`src/rtl/phoneme_scheduler.sv`:
```
`default_nettype none
// ============================================================================
//  Module   : phoneme_scheduler
//  Purpose  : Queues phoneme codes from the picoblaze side and plays them back
//             one at a time. Each code is looked up in an external address
//             table. Entries whose end address is below the start address are
//             rejected. Valid entries launch a single playback with the flash
//             start/end address.
//  Revision : 1.0 - initial release
// ----------------------------------------------------------------------------
//  Ports
//    clk             in   system clock, rising edge
//    reset           in   synchronous active-high reset
//    phon_valid      in   phoneme code offered
//    phon_code       in   phoneme code [CODE_W]
//    phon_ready      out  FIFO can accept a code this cycle
//    lut_addr        out  phoneme table index [CODE_W]
//    lut_start       in   table start address [24], one cycle after lut_addr
//    lut_end         in   table end address [24], one cycle after lut_addr
//    play_start      out  one-cycle playback launch pulse
//    play_start_addr out  flash start address, stable during playback [24]
//    play_end_addr   out  flash end address, stable during playback [24]
//    play_done       in   one-cycle playback finished pulse
//    busy            out  scheduler is not idle
//    fifo_count      out  number of queued codes [5]
//    bad_entry       out  one-cycle pulse: table entry rejected
// ============================================================================
module phoneme_scheduler #(
  parameter int DEPTH  = 8,
  parameter int CODE_W = 6
) (
  input  logic              clk,
  input  logic              reset,
  input  logic              phon_valid,
  input  logic [CODE_W-1:0] phon_code,
  output logic              phon_ready,
  output logic [CODE_W-1:0] lut_addr,
  input  logic [23:0]       lut_start,
  input  logic [23:0]       lut_end,
  output logic              play_start,
  output logic [23:0]       play_start_addr,
  output logic [23:0]       play_end_addr,
  input  logic              play_done,
  output logic              busy,
  output logic [4:0]        fifo_count,
  output logic              bad_entry
);

  // DEPTH is a power of two, so a pointer of PTR_W bits wraps modulo DEPTH
  // by simple overflow.
  localparam int         PTR_W     = (DEPTH > 1) ? $clog2(DEPTH) : 1;
  localparam logic [4:0] DEPTH_CNT = 5'(DEPTH);

  typedef enum logic [2:0] {
    ST_IDLE   = 3'd0,
    ST_LOOKUP = 3'd1,
    ST_CHECK  = 3'd2,
    ST_START  = 3'd3,
    ST_PLAY   = 3'd4
  } state_t;

  // --------------------------------------------------------------------------
  // State and storage
  // --------------------------------------------------------------------------
  logic [CODE_W-1:0] mem_q [DEPTH];

  state_t            state_q,      state_d;
  logic [PTR_W-1:0]  wr_ptr_q,     wr_ptr_d;
  logic [PTR_W-1:0]  rd_ptr_q,     rd_ptr_d;
  logic [4:0]        count_q,      count_d;
  logic              phon_ready_q, phon_ready_d;
  logic [CODE_W-1:0] lut_addr_q,   lut_addr_d;
  logic              play_start_q, play_start_d;
  logic [23:0]       start_addr_q, start_addr_d;
  logic [23:0]       end_addr_q,   end_addr_d;
  logic              busy_q,       busy_d;
  logic              bad_q,        bad_d;

  logic              w_push;
  logic              w_pop;

  // phon_ready_q always equals (count_q < DEPTH). It is registered, so the
  // accept decision never depends on a combinational path through this
  // cycle's pop.
  assign w_push = phon_valid && phon_ready_q;

  // --------------------------------------------------------------------------
  // Next-state logic
  // --------------------------------------------------------------------------
  always_comb begin
    state_d      = state_q;
    lut_addr_d   = lut_addr_q;
    start_addr_d = start_addr_q;
    end_addr_d   = end_addr_q;
    play_start_d = 1'b0;
    bad_d        = 1'b0;
    w_pop        = 1'b0;

    case (state_q)
      ST_IDLE: begin
        // The pop happens here, so a finished playback always spends at
        // least one cycle in IDLE before the next code leaves the FIFO.
        if (count_q != 5'd0) begin
          w_pop      = 1'b1;
          lut_addr_d = mem_q[rd_ptr_q];
          state_d    = ST_LOOKUP;
        end
      end
      ST_LOOKUP: begin
        // The table answers one cycle after the address is presented.
        state_d = ST_CHECK;
      end
      ST_CHECK: begin
        if (lut_end < lut_start) begin
          bad_d   = 1'b1;
          state_d = ST_IDLE;
        end else begin
          start_addr_d = lut_start;
          end_addr_d   = lut_end;
          // Register the pulse now so it is high for exactly the START cycle.
          play_start_d = 1'b1;
          state_d      = ST_START;
        end
      end
      ST_START: begin
        state_d = ST_PLAY;
      end
      ST_PLAY: begin
        if (play_done) begin
          state_d = ST_IDLE;
        end
      end
      default: begin
        state_d = ST_IDLE;
      end
    endcase

    wr_ptr_d = w_push ? wr_ptr_q + 1'b1 : wr_ptr_q;
    rd_ptr_d = w_pop  ? rd_ptr_q + 1'b1 : rd_ptr_q;

    case ({w_push, w_pop})
      2'b10:   count_d = count_q + 5'd1;
      2'b01:   count_d = count_q - 5'd1;
      default: count_d = count_q;
    endcase

    phon_ready_d = (count_d < DEPTH_CNT);
    busy_d       = (state_d != ST_IDLE);
  end

  // --------------------------------------------------------------------------
  // Control registers
  // --------------------------------------------------------------------------
  always_ff @(posedge clk) begin
    if (reset) begin
      state_q      <= ST_IDLE;
      wr_ptr_q     <= '0;
      rd_ptr_q     <= '0;
      count_q      <= 5'd0;
      phon_ready_q <= 1'b1;
      lut_addr_q   <= '0;
      play_start_q <= 1'b0;
      start_addr_q <= 24'd0;
      end_addr_q   <= 24'd0;
      busy_q       <= 1'b0;
      bad_q        <= 1'b0;
    end else begin
      state_q      <= state_d;
      wr_ptr_q     <= wr_ptr_d;
      rd_ptr_q     <= rd_ptr_d;
      count_q      <= count_d;
      phon_ready_q <= phon_ready_d;
      lut_addr_q   <= lut_addr_d;
      play_start_q <= play_start_d;
      start_addr_q <= start_addr_d;
      end_addr_q   <= end_addr_d;
      busy_q       <= busy_d;
      bad_q        <= bad_d;
    end
  end

  // FIFO storage needs no reset. An emptied FIFO is defined by count and
  // the pointers, so stale entries are never read.
  always_ff @(posedge clk) begin
    if (w_push) begin
      mem_q[wr_ptr_q] <= phon_code;
    end
  end

  // --------------------------------------------------------------------------
  // Outputs
  // --------------------------------------------------------------------------
  assign phon_ready      = phon_ready_q;
  assign lut_addr        = lut_addr_q;
  assign play_start      = play_start_q;
  assign play_start_addr = start_addr_q;
  assign play_end_addr   = end_addr_q;
  assign busy            = busy_q;
  assign fifo_count      = count_q;
  assign bad_entry       = bad_q;

endmodule
`default_nettype wire

```
`config.mk`:
```
export PLATFORM = sky130hd
export DESIGN_NAME = phoneme_scheduler
export DESIGN_NICKNAME = d
export VERILOG_FILES = /design/src/rtl/phoneme_scheduler.sv
export SDC_FILE = /design/constraint.sdc
export NUM_CORES = 1
export LEC_CHECK = 0
export BUFFER_PORTS_ARGS = -buffer_cell sky130_fd_sc_hd__buf_2
export CORE_ASPECT_RATIO = 1.2
export CORE_MARGIN = 10
export CORE_UTILIZATION = 55
export DETAILED_ROUTE_END_ITERATION = 10
export PLACE_DENSITY = 0.79
export SLEW_MARGIN = 20
export SYNTH_ARGS = -nofsm -noshare
export SYNTH_HDL_FRONTEND = slang
export SYNTH_SLANG_ARGS = --single-unit
```
`constraint.sdc`:
```
create_clock -name clk -period 7.03 [get_ports clk]
set_input_delay 1.406 -clock clk [delete_from_list [all_inputs] [get_ports clk]]
set_output_delay 1.406 -clock clk [all_outputs]
set_load 0.02 [all_outputs]
```
### Word-level counts from Yosys, hierarchy flattened

Memory sizes are Yosys's and may differ from the RTL's. A register that Yosys moved wholly into a read port is not among the register bits.
Cells that the tools add are included.

| word-level totals | value |
|---|---|
| register bits after elaboration | 66 |
| memory bits (writable) | 48 |
| output and inout bits | 63 |
| logic and storage cells | 43 |
| memories kept | 1 |

Memories:

| name | depth | width | read ports | clocked after Yosys merged registers in | write ports | RTL line | RTL |
|---|---|---|---|---|---|---|---|
| mem_q | 8 | 6 | 1 | 1 | 1 | 65 | `logic [CODE_W-1:0] mem_q [DEPTH];` |

| cells by class | value |
|---|---|
| $add $sub $neg | 4 |
| magnitude comparators | 2 |
| eq/ne operators | 6 |
| multiplexer cells | 11 |
| bitwise logic cells | 2 |
| reductions and logical operators | 7 |

Operator list:

| operator | number |
|---|---|
| 24-bit less-than comparator | 1 |
| 3-bit case mux with 5 select lines | 1 |
| 5-bit case mux with 2 select lines | 1 |
| 3-bit by 1-bit adder with 3-bit output, second input constant | 2 |
| 3-bit by 2-bit equality test with 1-bit output, second input constant | 2 |
| 1-bit 2-to-1 mux | 6 |
| 3-bit 2-to-1 mux | 2 |
| 5-bit by 1-bit adder with 5-bit output, second input constant | 1 |
| 5-bit by 4-bit less-than comparator with 1-bit output, second input constant | 1 |
| 5-bit nonzero test | 1 |
| 5-bit by 1-bit subtractor with 5-bit output, second input constant | 1 |
| 2-bit AND reduction | 2 |
| 3-bit by 1-bit equality test with 1-bit output, second input constant | 1 |
| 3-bit equality test, second input constant | 1 |
| 3-bit logical NOT | 1 |
| 3-bit nonzero test | 1 |
| 2-bit by 1-bit equality test with 1-bit output, second input constant | 1 |
| 2-bit equality test, second input constant | 1 |
| 2-bit 2-to-1 mux | 1 |
| 1-bit inverter | 2 |
| 2-bit OR reduction | 1 |
| 1-bit logical AND | 1 |

### Longest topological paths before layout

| depth | value |
|---|---|
| word-level depth | 6 |
| depth in mapped cells | 13 |
| depth with buffers taken out | 11 |

### Worst setup path before layout

Ideal clock, no wire load.

| timing path | value |
|---|---|
| kind | input to register |
| start point | input lut_start[14] |
| end point | register end_addr_q[15], in the netlist play_end_addr[15] |
| library setup time | 138 ps |
| arrival | 3148 ps |
| setup slack | 3744 ps |
| stages on the path | 10 |
| cell sequence | inv_1 > ha_1 > a21oi_1 > a21oi_1 > o31ai_2 > buf_2 > clkbuf_1 > a21oi_1 > a31oi_1 > a41oi_1 |

| on the way | value |
|---|---|
| word-level cells in the longest chain between the ends | 3 |

Ends and longest elaborated chain:

| what | RTL line | RTL |
|---|---|---|
| start, declared | 38 | `input logic [23:0] lut_start,` |
| 24-bit less-than comparator | 114 | `if (lut_end < lut_start) begin` |
| 1-bit inverter (no source line) | - |  |
| 2-bit AND reduction (no source line) | - |  |
| end signal, assigned | 176 | `end_addr_q <= end_addr_d;` |
| end, declared | 75 | `logic [23:0] end_addr_q, end_addr_d;` |

No other way between the ends.
A chain may end at the register's enable or synchronous reset.

### Worst setup path after layout

| timing path | value |
|---|---|
| start point | input lut_start[23] |
| end point | register start_addr_q[14], in the netlist play_start_addr[14] |

| on the way | value |
|---|---|
| word-level cells in the longest chain between the ends | 3 |

Ends and longest elaborated chain:

| what | RTL line | RTL |
|---|---|---|
| 24-bit less-than comparator | 114 |  |
| 1-bit inverter (no source line) | - |  |
| 2-bit AND reduction (no source line) | - |  |
| end signal, assigned | 175 | `start_addr_q <= start_addr_d;` |
| end, declared | 74 | `logic [23:0] start_addr_q, start_addr_d;` |

No other way between the ends.

==> metrics.md <==
| Metric | Value |
|---|---|
| Area of the multi-input gates | 3048 um^2 |
| Worst path slowest cell | nor3_4 |
| DIE HEIGHT | 136.8 um |
| Antenna-violating nets left | 0 |
| Setup violations, final | 0 |
| Primary FF master, synth | dfxtp_1 |
| DR DRC count | 0 |
| Unrepaired setup endpoints after global routing | no |
| First-pass GRT wire length | 27.59 mm |
| Pre-CTS setup slack | between 2 and 2.5 ns |
| Number of synthesized flops with an enable pin | 48 |
| Worst slew margin | 26.10% |
| Worst setup margin | 2.675 ns |
| Syn_nets | 750 |
| Max-slew violations | 0 |
| Die width | ~120 um |
| WL final | between 15 and 20 mm |
| Peak Freq | 229.6 MHz |
| H-tree depth | 4 |
| Port bufs | 120 |
| Leak pwr | 2.813 nW |
| Initial antenna violation count | 0 |
| Worst skew pair latency | 0.42 ns |
| Final Hold Viols | 0 |
| PwrDens | 355.5 nW/um^2 |
| Starting density of the core | 56.35% |
| # clock sinks | 120 |
| CTS buffer count | 17 |
| Layout cell share with drive strength beyond 1 | 23.88% |
| TNS Setup | 0 ns |
| CP Class | in2reg |
| WL/cell | about 19 um |
| Clock root cell | clkbuf_16 |
| Clk slew on worst S/H paths | 0.06 ns |
| CP max FO | 50 |
| Pwr Total | 2.650 mW |
| Detailed router's first-iteration violation count | 540 |
| Post-CTS Repair Setup Buffers | 0 |
| Top Ports | 121 |
| Tcrit/Tclk final | 61.94% |
| Status | finished clean |
| Crit path arrival time | 4.68 ns |
| Die area | approximately 16,000 um^2 |
| Max Root-Sink Buffers | 2 |
| Fill cells | 853 |
| Overflow left after global routing | 0 |
| Cell area after synthesis | 6248 um^2 |
| Total track usage | 21.10% |
| Sequential-to-total area share from yosys stat | a little under half |
| Crit-path max cell delay | 1.05 ns |
| Reg area | 2883 um^2 |
| Routability-driven placement congestion ratio | between 0.9 and 1 |
| Largest net degree at the start of global routing | just over 70 |
| Antenna Diode Count | 0 |
| Startpoint types | input port |
| Core footprint | 11,090 um^2 |
| Required @ worst endpoint | 7.36 ns |
| Peak VDD IR | 238.8 uV |
| Post-DP HPWL | 11.69 mm |
| Area Overhead vs Synth | 19.28% |
| Worst Setup End Kind | flop |
| Tmin final | 4.355 ns |
| CTS tree | built |
| Tightest Pin Transition | 1.100 ns |
| Synthesized instance count | 662 |
| Synth warnings | 0 |
| Avg Inst Size Synth | 9.439 um^2 |
| Max Clock Skew | 0.006887 ns |
| Drt pass-1 iters | 5 |
| Hold crit path type | reg2reg |
| Unique cell type count in the Yosys netlist | between 40 and 50 |
| DR vias/cell | 6.139 |
| Crit-path cells | buf_2, inv_1, ha_1, nand4_1, nor4_2, nand2_2, nor3_4, nand2_1, a31oi_1 |
| Ys async rst share | 0% |
| # hold bufs at CTS | 0 |
| Maximum Capacitance Violations | 0 |
| Vias | 5,623 |
| Vias in the first global route | between 5,000 and 6,000 |
| Post-cts resize count | 0 |
| Row cnt | 42 |
| Fin nets | 837 |
| #FFs+latches synth | 120 |
stage by stage:
stage | instances | hold slack (ns) | area (um^2) | util, %
final | 916 | 0.4929 | 7453 | 67.22
after global routing | 916 | 0.5196 | 7453 | 67.22
after CTS | 916 | 0.4929 | 7442 | 67.12
after detailed placement | 884 | 0.4845 | 6848 | 61.76
after global placement | 884 | 0.4791 | 6848 | 61.76
after floorplan | 662 | 0.4629 | 6248 | -
synthesized netlist by cell type, drive strengths merged, types with 7 or more instances:
cell | number | area share, %
mux2i | 9 | 1.4
edfxtp | 48 | 23
nor3 | 7 | 0.74
buf | 22 | 2.1
nor2 | 31 | 2.0
a211oi | 31 | 3.7
clkbuf | 36 | 2.2
ha | 29 | 5.8
a21oi | 38 | 3.0
nand3 | 53 | 4.2
a41oi | 23 | 3.2
nand2 | 110 | 6.6
a31oi | 75 | 7.5
mux4 | 12 | 4.3
dfxtp | 72 | 23
inv | 24 | 1.4
cells in the final DEF, fill, tap and decap left out, types with 2 or more instances in the layout:
master	instances
inv_1	24
a41oi_1	23
inv_8	6
nor2_1	30
a21o_1	3
a31oi_1	75
a21oi_1	38
or3_1	2
o21ai_0	5
nor4_2	2
buf_4	6
edfxtp_1	48
mux4_2	12
dfxtp_1	72
nor3_2	2
mux2i_1	9
buf_2	120
nand2b_1	4
a211oi_1	31
clkbuf_16	17
nor3_1	4
nand3_1	53
nand2_1	109
nor2b_1	2
xor2_1	5
ha_1	29
nand4_1	2
xnor2_1	3
clkinv_8	3
inv_6	5
worst max-delay path, delay by kind of cell:
family / cells / cell delay (ns)
buffers and inverters: 2 / 0.13
AOI/OAI and AO/OA: 1 / 0.22
adders and majority gates: 1 / 0.34
and+or+nand+nor: 5 / 2.57
state kept, by name (all words and copies together) (netlist names):
| register | cells |
|---|---|
| busy | 1 |
| play_start_addr | 24 |
| wr_ptr_q | 3 |
| state_q | 3 |
| rd_ptr_q | 3 |
| lut_addr | 6 |
| mem_q | 48 |
| fifo_count | 5 |
| phon_ready | 1 |
| bad_entry | 1 |
| play_start | 1 |
| play_end_addr | 24 |
final cells by class:
| cell class | count | share of cell area (%) |
|---|---|---|
| Multi-Input combinational cell | 460 | 40.89 |
| Sequential cell | 120 | 38.68 |
| Timing Repair Buffer | 126 | 8.662 |
| Clock buffer | 17 | 5.708 |
| Tap cell | 154 | 2.585 |
| Clock inverter | 15 | 2.266 |
| Inverter | 24 | 1.209 |
path summary, 6_finish.rpt:
kind                               startpoint                               end  slack, ns  cells after the start
max                             lut_start[23]  play_start_addr[14]$_SDFFE_PP0P_       2.68                      9
min          play_start_addr[15]$_SDFFE_PP0P_  play_start_addr[15]$_SDFFE_PP0P_       0.49                      2
max reg2reg        fifo_count[0]$_SDFFE_PP0N_             phon_ready$_SDFF_PP1_       3.91                     11
min reg2reg  play_start_addr[15]$_SDFFE_PP0P_  play_start_addr[15]$_SDFFE_PP0P_       0.49                      2
kinds of logic after synthesis:
| family | after synthesis | share of synthesized area [%] |
|---|---|---|
| AOI/OAI and AO/OA | 183 | 19.66 |
| xor gates and xnor gates | 8 | 1.121 |
| adders and majority gates | 30 | 6.127 |
| buffers and inverters | 82 | 5.707 |
| DFF | 120 | 46.14 |
| muxes | 21 | 5.767 |
| and+or+nand+nor | 218 | 15.48 |
where the power goes:
group	internal, mW	total, mW	leakage, nW	switching (mW)
sequential	0.846	0.972	1.02	0.126
clock	0.480	0.860	0.293	0.380
combinational	0.319	0.818	1.50	0.499
total	1.64	2.65	2.81	1.01
layer usage:
layer / GRT usage [%] / up-vias / part of all wire, %
met5: 0 / - / 0
met4: 9.471 / 0 / 3.4
met3: 4.946 / 44 / 6.8
met2: 36.17 / 268 / 50
met1: 24.78 / 2652 / 40
li1: - / 2659 / -
No activity file was read; power rests on OpenSTA's default activity.
